`src/rtl/aoi222_arc_walker_if.sv`:
```
// ============================================================================
// aoi222_arc_walker_if : control, status and cell-stimulus bundle for the walker
// Revision 1.0
// ============================================================================
`default_nettype none

interface aoi222_arc_walker_if;
  logic       start;
  logic       abort;
  logic       zn;
  logic       a1, a2, b1, b2, c1, c2;
  logic       busy;
  logic       done;
  logic       pass;
  logic [7:0] err_cnt;
  logic [5:0] arc_idx;
  logic [5:0] fail_arc;
  logic [1:0] fail_ph;

  // master: the controller that requests walks and observes the result
  modport master (
    output start, abort, zn,
    input  a1, a2, b1, b2, c1, c2, busy, done, pass, err_cnt, arc_idx, fail_arc, fail_ph
  );

  // slave: the arc walker itself
  modport slave (
    input  start, abort, zn,
    output a1, a2, b1, b2, c1, c2, busy, done, pass, err_cnt, arc_idx, fail_arc, fail_ph
  );
endinterface

`default_nettype wire

```
`src/rtl/aoi222_arc_walker.sv`:
```
// ============================================================================
// aoi222_arc_walker : walks all 54 timing arcs of an AOI222 cell, checks ZN
// Revision 1.0
// ============================================================================
`default_nettype none

module aoi222_arc_walker #(
  parameter int SETTLE = 2
) (
  input  wire logic             ck,
  input  wire logic             rst,
  aoi222_arc_walker_if.slave    bus
);

  typedef enum logic [2:0] {
    S_IDLE  = 3'd0,
    S_SETUP = 3'd1,
    S_RISE  = 3'd2,
    S_FALL  = 3'd3,
    S_DONE  = 3'd4
  } state_t;

  localparam logic [3:0] C_SETTLE   = 4'(SETTLE);
  localparam logic [5:0] C_LAST_ARC = 6'd53;

  state_t     state;
  logic [3:0] phase_cnt;
  logic [2:0] pin;
  logic [1:0] k1, k2;
  logic [5:0] pins;
  logic       busy, done, pass;
  logic [7:0] err_cnt;
  logic [5:0] arc_idx, fail_arc;
  logic [1:0] fail_ph;

  logic [2:0] next_pin;
  logic [1:0] next_k1, next_k2;
  logic       sample, expected, mismatch;
  logic [7:0] err_next;
  logic [1:0] cur_ph;

  // k selects a side-pair drive of (0,0), (0,1) or (1,0); never (1,1)
  function automatic logic [1:0] side_pair(input logic [1:0] k);
    return {k == 2'd2, k == 2'd1};
  endfunction

  // Pin vector {A1,A2,B1,B2,C1,C2} for a given active pin and its value
  function automatic logic [5:0] pattern(input logic [2:0] p, input logic [1:0] ka,
                                         input logic [1:0] kb, input logic act);
    logic [1:0] own, first, second;
    logic [5:0] v;
    own    = p[0] ? {1'b1, act} : {act, 1'b1};
    first  = side_pair(ka);
    second = side_pair(kb);
    case (p[2:1])
      2'd0:    v = {own, first, second};
      2'd1:    v = {first, own, second};
      default: v = {first, second, own};
    endcase
    return v;
  endfunction

  always_comb begin
    next_pin = pin;
    next_k1  = k1;
    next_k2  = k2;
    if (k2 == 2'd2) begin
      next_k2 = 2'd0;
      if (k1 == 2'd2) begin
        next_k1  = 2'd0;
        next_pin = pin + 3'd1;
      end else begin
        next_k1 = k1 + 2'd1;
      end
    end else begin
      next_k2 = k2 + 2'd1;
    end
  end

  always_comb begin
    sample   = (phase_cnt == C_SETTLE);
    expected = (state != S_RISE);
    // case inequality so an unknown ZN is treated as a mismatch
    mismatch = sample && (bus.zn !== expected);
    err_next = err_cnt + {7'd0, mismatch};
    case (state)
      S_RISE:  cur_ph = 2'd1;
      S_FALL:  cur_ph = 2'd2;
      default: cur_ph = 2'd0;
    endcase
  end

  always_ff @(posedge ck) begin
    if (rst) begin
      state     <= S_IDLE;
      phase_cnt <= 4'd0;
      pin       <= 3'd0;
      k1        <= 2'd0;
      k2        <= 2'd0;
      pins      <= 6'd0;
      busy      <= 1'b0;
      done      <= 1'b0;
      pass      <= 1'b0;
      err_cnt   <= 8'd0;
      arc_idx   <= 6'd0;
      fail_arc  <= 6'd0;
      fail_ph   <= 2'd0;
    end else begin
      done <= 1'b0;
      case (state)
        S_IDLE: begin
          if (bus.start && !bus.abort) begin
            state     <= S_SETUP;
            busy      <= 1'b1;
            phase_cnt <= 4'd0;
            pin       <= 3'd0;
            k1        <= 2'd0;
            k2        <= 2'd0;
            pins      <= pattern(3'd0, 2'd0, 2'd0, 1'b0);
            pass      <= 1'b0;
            err_cnt   <= 8'd0;
            arc_idx   <= 6'd0;
            fail_arc  <= 6'd0;
            fail_ph   <= 2'd0;
          end
        end
        S_SETUP, S_RISE, S_FALL: begin
          if (bus.abort) begin
            state <= S_IDLE;
            busy  <= 1'b0;
            pins  <= 6'd0;
          end else if (sample) begin
            err_cnt   <= err_next;
            phase_cnt <= 4'd0;
            if (mismatch && err_cnt == 8'd0) begin
              fail_arc <= arc_idx;
              fail_ph  <= cur_ph;
            end
            case (state)
              S_SETUP: begin
                state <= S_RISE;
                pins  <= pattern(pin, k1, k2, 1'b1);
              end
              S_RISE: begin
                state <= S_FALL;
                pins  <= pattern(pin, k1, k2, 1'b0);
              end
              default: begin
                if (arc_idx == C_LAST_ARC) begin
                  state <= S_DONE;
                  busy  <= 1'b0;
                  done  <= 1'b1;
                  pass  <= (err_next == 8'd0);
                  pins  <= 6'd0;
                end else begin
                  state   <= S_SETUP;
                  arc_idx <= arc_idx + 6'd1;
                  pin     <= next_pin;
                  k1      <= next_k1;
                  k2      <= next_k2;
                  pins    <= pattern(next_pin, next_k1, next_k2, 1'b0);
                end
              end
            endcase
          end else begin
            phase_cnt <= phase_cnt + 4'd1;
          end
        end
        default: state <= S_IDLE;
      endcase
    end
  end

  assign {bus.a1, bus.a2, bus.b1, bus.b2, bus.c1, bus.c2} = pins;
  assign bus.busy     = busy;
  assign bus.done     = done;
  assign bus.pass     = pass;
  assign bus.err_cnt  = err_cnt;
  assign bus.arc_idx  = arc_idx;
  assign bus.fail_arc = fail_arc;
  assign bus.fail_ph  = fail_ph;

endmodule

`default_nettype wire

```
`src/flat_wrapper.sv`:
```
// flat-port wrapper written by rule: the top's interface ports become plain ports
module aoi222_arc_walker_flat 
#(
  parameter int SETTLE = 2
)
  (ck, rst, bus_start, bus_abort, bus_zn, bus_a1, bus_a2, bus_b1, bus_b2, bus_c1, bus_c2, bus_busy, bus_done, bus_pass, bus_err_cnt, bus_arc_idx, bus_fail_arc, bus_fail_ph);
  aoi222_arc_walker_if bus_i ();
  input  wire logic ck;
  input  wire logic rst;
  input wire logic [$bits(bus_i.start)-1:0] bus_start;
  input wire logic [$bits(bus_i.abort)-1:0] bus_abort;
  input wire logic [$bits(bus_i.zn)-1:0] bus_zn;
  output wire logic [$bits(bus_i.a1)-1:0] bus_a1;
  output wire logic [$bits(bus_i.a2)-1:0] bus_a2;
  output wire logic [$bits(bus_i.b1)-1:0] bus_b1;
  output wire logic [$bits(bus_i.b2)-1:0] bus_b2;
  output wire logic [$bits(bus_i.c1)-1:0] bus_c1;
  output wire logic [$bits(bus_i.c2)-1:0] bus_c2;
  output wire logic [$bits(bus_i.busy)-1:0] bus_busy;
  output wire logic [$bits(bus_i.done)-1:0] bus_done;
  output wire logic [$bits(bus_i.pass)-1:0] bus_pass;
  output wire logic [$bits(bus_i.err_cnt)-1:0] bus_err_cnt;
  output wire logic [$bits(bus_i.arc_idx)-1:0] bus_arc_idx;
  output wire logic [$bits(bus_i.fail_arc)-1:0] bus_fail_arc;
  output wire logic [$bits(bus_i.fail_ph)-1:0] bus_fail_ph;
  assign bus_i.start = bus_start;
  assign bus_i.abort = bus_abort;
  assign bus_i.zn = bus_zn;
  assign bus_a1 = bus_i.a1;
  assign bus_a2 = bus_i.a2;
  assign bus_b1 = bus_i.b1;
  assign bus_b2 = bus_i.b2;
  assign bus_c1 = bus_i.c1;
  assign bus_c2 = bus_i.c2;
  assign bus_busy = bus_i.busy;
  assign bus_done = bus_i.done;
  assign bus_pass = bus_i.pass;
  assign bus_err_cnt = bus_i.err_cnt;
  assign bus_arc_idx = bus_i.arc_idx;
  assign bus_fail_arc = bus_i.fail_arc;
  assign bus_fail_ph = bus_i.fail_ph;
  aoi222_arc_walker #(.SETTLE(SETTLE)) u_core (.ck(ck), .rst(rst), .bus(bus_i));
endmodule
```
`config.mk`:
```
export PLATFORM = sky130hd
export DESIGN_NAME = aoi222_arc_walker_flat
export DESIGN_NICKNAME = d
export VERILOG_FILES = /design/src/rtl/aoi222_arc_walker_if.sv /design/src/rtl/aoi222_arc_walker.sv /design/src/flat_wrapper.sv
export SDC_FILE = /design/constraint.sdc
export NUM_CORES = 1
export LEC_CHECK = 0
export BUFFER_PORTS_ARGS = -buffer_cell sky130_fd_sc_hd__buf_2
export CAP_MARGIN = 20
export CORE_ASPECT_RATIO = 0.7
export CORE_UTILIZATION = 50
export DETAILED_ROUTE_END_ITERATION = 12
export GPL_ROUTABILITY_DRIVEN = 0
export GPL_TIMING_DRIVEN = 0
export PLACE_DENSITY = 0.74
export SLEW_MARGIN = 30
export SYNTH_ARGS = -nofsm -noshare
export SYNTH_HDL_FRONTEND = slang
export SYNTH_SLANG_ARGS = --single-unit
export TNS_END_PERCENT = 100
```
`constraint.sdc`:
```
create_clock -name ck -period 2.2 [get_ports ck]
set_clock_uncertainty 0.05 [all_clocks]
set_input_delay 0 -clock ck [delete_from_list [all_inputs] [get_ports ck]]
set_output_delay 0 -clock ck [all_outputs]
set_load 0.02 [all_outputs]
```
# Word level (Yosys, flattened, before mapping)
# Cells that the tools add are included.
# totals
reg_bits	45
in_bits	5
# classes
add_sub_neg	6
muxes	75
reduce_logical	21
bitwise_logic	2
eq_ne	27
# ops
op	count
$pmux W6 S2	7
$mux W6	12
$mux W2	17
$mux W3	11
$mux W8	3
$pmux W3 S2	3
$logic_not A8 Y1	2
$pmux W2 S2	4
$pmux W8 S2	1
$eq A2 B1 Y1 const B	6
$mux W4	3
$reduce_and A6 Y1	2
$mux W1	11
$reduce_and A5 Y1	2
$ne A3 B2 Y1 const B	3
$add A8 B1 Y8	1
$eq A2 B2 Y1 const B	4
$ne A2 B1 Y1 const B	4
$pmux W4 S2	1
$add A6 B1 Y6 const B	1
$eq A3 B2 Y1 const B	2
$eq A6 B6 Y1 const B	1
$ne A2 B2 Y1 const B	3
$reduce_and A3 Y1	2
other kinds (19)	25

# Logic depth before layout (Yosys ltp)
# depth
ltp_word	10
mapped_depth	11
ltp_nobuf	10

# Worst setup path after synthesis
# OpenSTA, ideal clock, no wires.
# synth_timing
path_kind	reg-to-reg
start	register u_core.phase_cnt[0]
end	register u_core.pass, in the netlist u_core.bus.pass
path_buffers	0
slack_ns	-0.233
period_less_slack_ns	2.433
arrival_ns	2.323
path_stages_with_launch	10
required_time_ns	2.091
cell_sequence	dfxtp_1 inv_1 ha_1 nor3b_1 and2_1 ha_1 ha_1 or3_1 nor4_1 a41o_1
# synth_via
elab_chain_len	9
word_cells_on_any_way	11
# synth_rtl
item	line	text
start: declaration	aoi222_arc_walker.sv:27	logic [3:0] phase_cnt;
start signal: assignment	aoi222_arc_walker.sv:166	phase_cnt <= phase_cnt + 4'd1;
$eq A4 B2 Y1 *	aoi222_arc_walker.sv:81	sample = (phase_cnt == C_SETTLE);
$logic_and A1 B1 Y1	aoi222_arc_walker.sv:84	mismatch = sample && (bus.zn !== expected);
$add A8 B1 Y8	aoi222_arc_walker.sv:85	err_next = err_cnt + {7'd0, mismatch};
$logic_not A8 Y1	aoi222_arc_walker.sv:153	pass <= (err_next == 8'd0);
$mux W1	aoi222_arc_walker.sv:149	if (arc_idx == C_LAST_ARC) begin
$mux W1	aoi222_arc_walker.sv:139	case (state)
$mux W1	aoi222_arc_walker.sv:132	end else if (sample) begin
$mux W1	aoi222_arc_walker.sv:128	if (bus.abort) begin
$pmux W1 S2	aoi222_arc_walker.sv:110	case (state)
end signal: assignment	aoi222_arc_walker.sv:153	
end: declaration	aoi222_arc_walker.sv:31	logic busy, done, pass;
# Mark *: on every way between the ends. The rest lies on a longest branch, timed or not. The select of a mux whose other input is x is not followed.
# A chain may end at the register's enable or synchronous reset.

# Final worst setup path
# layout_timing
start	register u_core.state[2]
end	register u_core.pass, in the netlist u_core.bus.pass
# layout_via
elab_chain_len	10
word_cells_on_any_way	23
# layout_rtl
item	line	text
start: declaration	aoi222_arc_walker.sv:26	state_t state;
start signal: assignment	aoi222_arc_walker.sv:95	state <= S_IDLE;
start signal: assignment	aoi222_arc_walker.sv:113	state <= S_SETUP;
start signal: assignment	aoi222_arc_walker.sv:129	state <= S_IDLE;
$ne A3 B2 Y1	aoi222_arc_walker.sv:82	expected = (state != S_RISE);
$nex A1 B1 Y1	aoi222_arc_walker.sv:84	
$logic_and A1 B1 Y1	aoi222_arc_walker.sv:84	
$add A8 B1 Y8	aoi222_arc_walker.sv:85	
$logic_not A8 Y1	aoi222_arc_walker.sv:153	
$mux W1	aoi222_arc_walker.sv:149	
$mux W1	aoi222_arc_walker.sv:139	
$mux W1	aoi222_arc_walker.sv:132	
$mux W1	aoi222_arc_walker.sv:128	
$pmux W1 S2	aoi222_arc_walker.sv:110	
# Parallel ways exist; a longest one is shown, timed or not. The select of a mux whose other input is x is not followed.

==> results_dict.tcl <==
set metrics [dict create \
    synth_edf_count 0 \
    ys_top_cells_by_count "45 x dfxtp_1, 35 x nor2_1, 24 x o21ai_0" \
    worstSetupStartpoint "u_core.state[2]" \
    synth_warnings 0 \
    die_area_um2 5650 \
    cts_root_buf "clkbuf_8" \
    grt.busiest_layer "met1" \
    regArea_um2 910 \
    multi_input_area_um2 1770 \
    hold_class "in2reg" \
    io_buffers 34 \
    p_leak_nw 1.30 \
    routed_wl_um 7280 \
    synth_top_area_share_pct 33.7 \
    slew_viol_final 0 \
    clk_path_buf_depth 2 \
    cp-end-kind "flip-flop" \
    grt_use_met1_pct 38.7 \
    cp.required_ps 2410 \
    regToRegStartpoint "u_core.state[2]" \
    drt_iter0_drc 201 \
    dpl-instance-area_um2 2940 \
    period_needed_ps 2110 \
    max_stage_delay_ps 390 \
    synthArstFlopShare_pct 0 \
    dp_hpwl_um 4890 \
    h-tree-depth 2 \
    final_cell_area_um2 3260 \
    start_util_pct 53.8 \
    die_h_um 63.2 \
    ys.flop_type "dfxtp_1" \
    cpLargestDelayFamily "simple AND/OR/NAND/NOR gates" \
    synth_top_cell_by_area "dfxtp_1" \
    pin_count 36 \
    cts_made_buffers 5 \
    crit_top_cell "ha_4" \
    yosysMostFrequentCell "dfxtp_1" \
    grt_start_max_net_pins 16 \
    synth_seq_cells 45 \
    netlist_instances 326 \
    ant_nets 0 \
    fmax_mhz 474 \
    area_growth_pct 21.8 \
    syn_nets 338 \
    grt_usage_pct 26.2 \
    cts_hold_buf 0 \
    use_met3_pct 5.77 \
    clkSinkCount 45 \
    min_period_over_period_pct 95.9 \
    fill_cells 426 \
    path_buf_inv 0 \
    whs_ps 49.3 \
    rows 21 \
    grt_pass1_vias 2389 \
    fin_util_pct 65.6 \
    grt_pass1_wl_um 11500 \
    antenna_found_initial 0 \
    dr.pass1.iters 5 \
    maxCapViolCount 0 \
    critPathLaunchType "flip-flop" \
    max-vdd-ir-drop_v 0.000341 \
    status "finished, final reports clean" \
    crit_slowest_cell "dfxtp_4" \
    path_max_fanout 10 \
    crit_type "reg2reg" \
    max_slew_margin_pct 48.4 \
    clock_latency_ps 310 \
    cp_cell_sequence "nor3b_2 -> xnor2_1 -> and2_4 -> ha_4 -> ha_4 -> or3_4 -> nor4_4 -> a41o_1" \
    cts_tree "yes" \
    pwr_density_cell_nw_per_um2 506 \
    avgSynthCellArea_um2 8.20 \
    vias 2732 \
    synth_cell_types 67 \
    die_w_um 89.4 \
    tightestPinTransition_ps 770 \
    vias_per_cell 6.14 \
    path_clk_slew_ps 90 \
    drive_gt1_share_pct 25.5 \
    rsz0062_at_grt "true" \
    worstPathArrival_ps 2320 \
    gr-total-overflow 0 \
    tns_ps 0 \
    fp.coreArea_um2 4970 \
    synthTopCellsByArea "dfxtp_1 34%, nor2_1 4.9%, o21ai_0 4.5%" \
    finalHoldViolCount 0 \
    fin_nets 387 \
    n_antenna_cell 0 \
    min_from "bus_abort" \
    seq_area_frac_synth_pct 33.7 \
    wl_per_cell_um 16.4 \
    met2_usage_pct 37.9 \
    syn_area_um2 2670 \
    setup_violations 0 \
    route.detailed.drc 0 \
]
## final timing paths
path,endpoint,slack [ps],cells past startpoint
max,u_core.bus.pass,90,8
min,u_core.state[2],50,3
max reg2reg,u_core.bus.pass,90,8
min reg2reg,u_core.bus.fail_ph[0],420,1
## per-stage QoR
| stage | power (mW) | instances | worst slack (ps) |
|---|---|---|---|
| 6_report | 1.65 | 445 | 90.1 |
| 5_1_grt | 1.72 | 445 | -91.1 |
| 4_1_cts | 1.64 | 442 | 2.99 |
| 3_5_place_dp | 0.990 | 429 | -249 |
| 3_3_place_gp | 0.987 | 429 | -197 |
| 2_1_floorplan | 0.951 | 326 | 22.5 |
## where the power goes
| part | leakage, nW | internal (mW) | switching, mW |
|---|---|---|---|
| Combinational | 0.872 | 0.0604 | 0.107 |
| Clock | 0.0585 | 0.341 | 0.310 |
| Sequential | 0.366 | 0.822 | 0.00711 |
| Total | 1.30 | 1.22 | 0.424 |
## logic make-up (layout without fill, tap and decap cells)
logic type | Yosys count | count (layout) | share of synthesized area [%]
and+or+nand+nor | 121 | 121 | 25.0
AOI/OAI and AO/OA | 106 | 106 | 27.2
DFF | 45 | 45 | 33.7
buffers and inverters | 29 | 79 | 4.54
xor gates and xnor gates | 12 | 12 | 3.93
adders and majority gates | 7 | 7 | 3.28
muxes | 6 | 6 | 2.29
## cells in the final DEF, fill, tap and decap left out, types with 3 or more instances in the layout
cell type / count
dfxtp_1: 40
and3_1: 5
clkbuf_1: 13
a211oi_1: 7
a21o_1: 4
and2_1: 3
ha_1: 4
a31oi_1: 7
a22o_1: 10
xnor2_1: 4
o21ai_1: 5
buf_2: 36
nor4_4: 3
nand4_1: 5
nand2b_1: 4
clkbuf_8: 5
nor2_1: 35
inv_1: 6
a21oi_1: 16
o22ai_1: 3
nand2_1: 19
nor3_1: 6
xor2_1: 8
nand3_1: 7
buf_4: 12
dfxtp_2: 4
o21ai_0: 21
o211ai_1: 7
nand3b_1: 3
nor2b_1: 4
or3_1: 3
mux2i_1: 5
## sequential cells by signal, summed over array words and instances, names as in the netlist, 2 cells and up
register	count
u_core.bus.fail_arc	6
u_core.bus.fail_ph	2
u_core.bus.arc_idx	6
u_core.phase_cnt	4
u_core.bus.err_cnt	8
u_core.state	3
u_core.pins	6
u_core.k2	2
u_core.pin	3
u_core.k1	2
## area by class of cell
class | instances | share of cell area (%)
Tap cell | 69 | 2.65
Sequential cell | 45 | 27.9
Timing Repair Buffer | 47 | 8.61
Multi-Input combinational cell | 252 | 54.3
Buffer | 17 | 2.27
Clock inverter | 3 | 1.35
Inverter | 7 | 0.807
Clock buffer | 5 | 2.11
## timing repair
action | in CTS | in global routing
gates resized for setup | 10 | 25
pin swaps | 5 | 9
setup endpoints to repair | 20 | 37
buffers inserted | 7 | 6
## worst register-to-register path, cell delays in order (launching register included)
cell     delay, ps
dfxtp_4        390
nor3b_2        200
xnor2_1        160
and2_4         190
ha_4           140
ha_4           200
or3_4          340
nor4_4         210
a41o_1         190
## layer usage
layer	routed length, um	part of all wire, %
met3	480	6.6
met2	3290	45
met4	92	1.3
met5	0	0
met1	3420	47
Power figures use the tool's default switching activity.
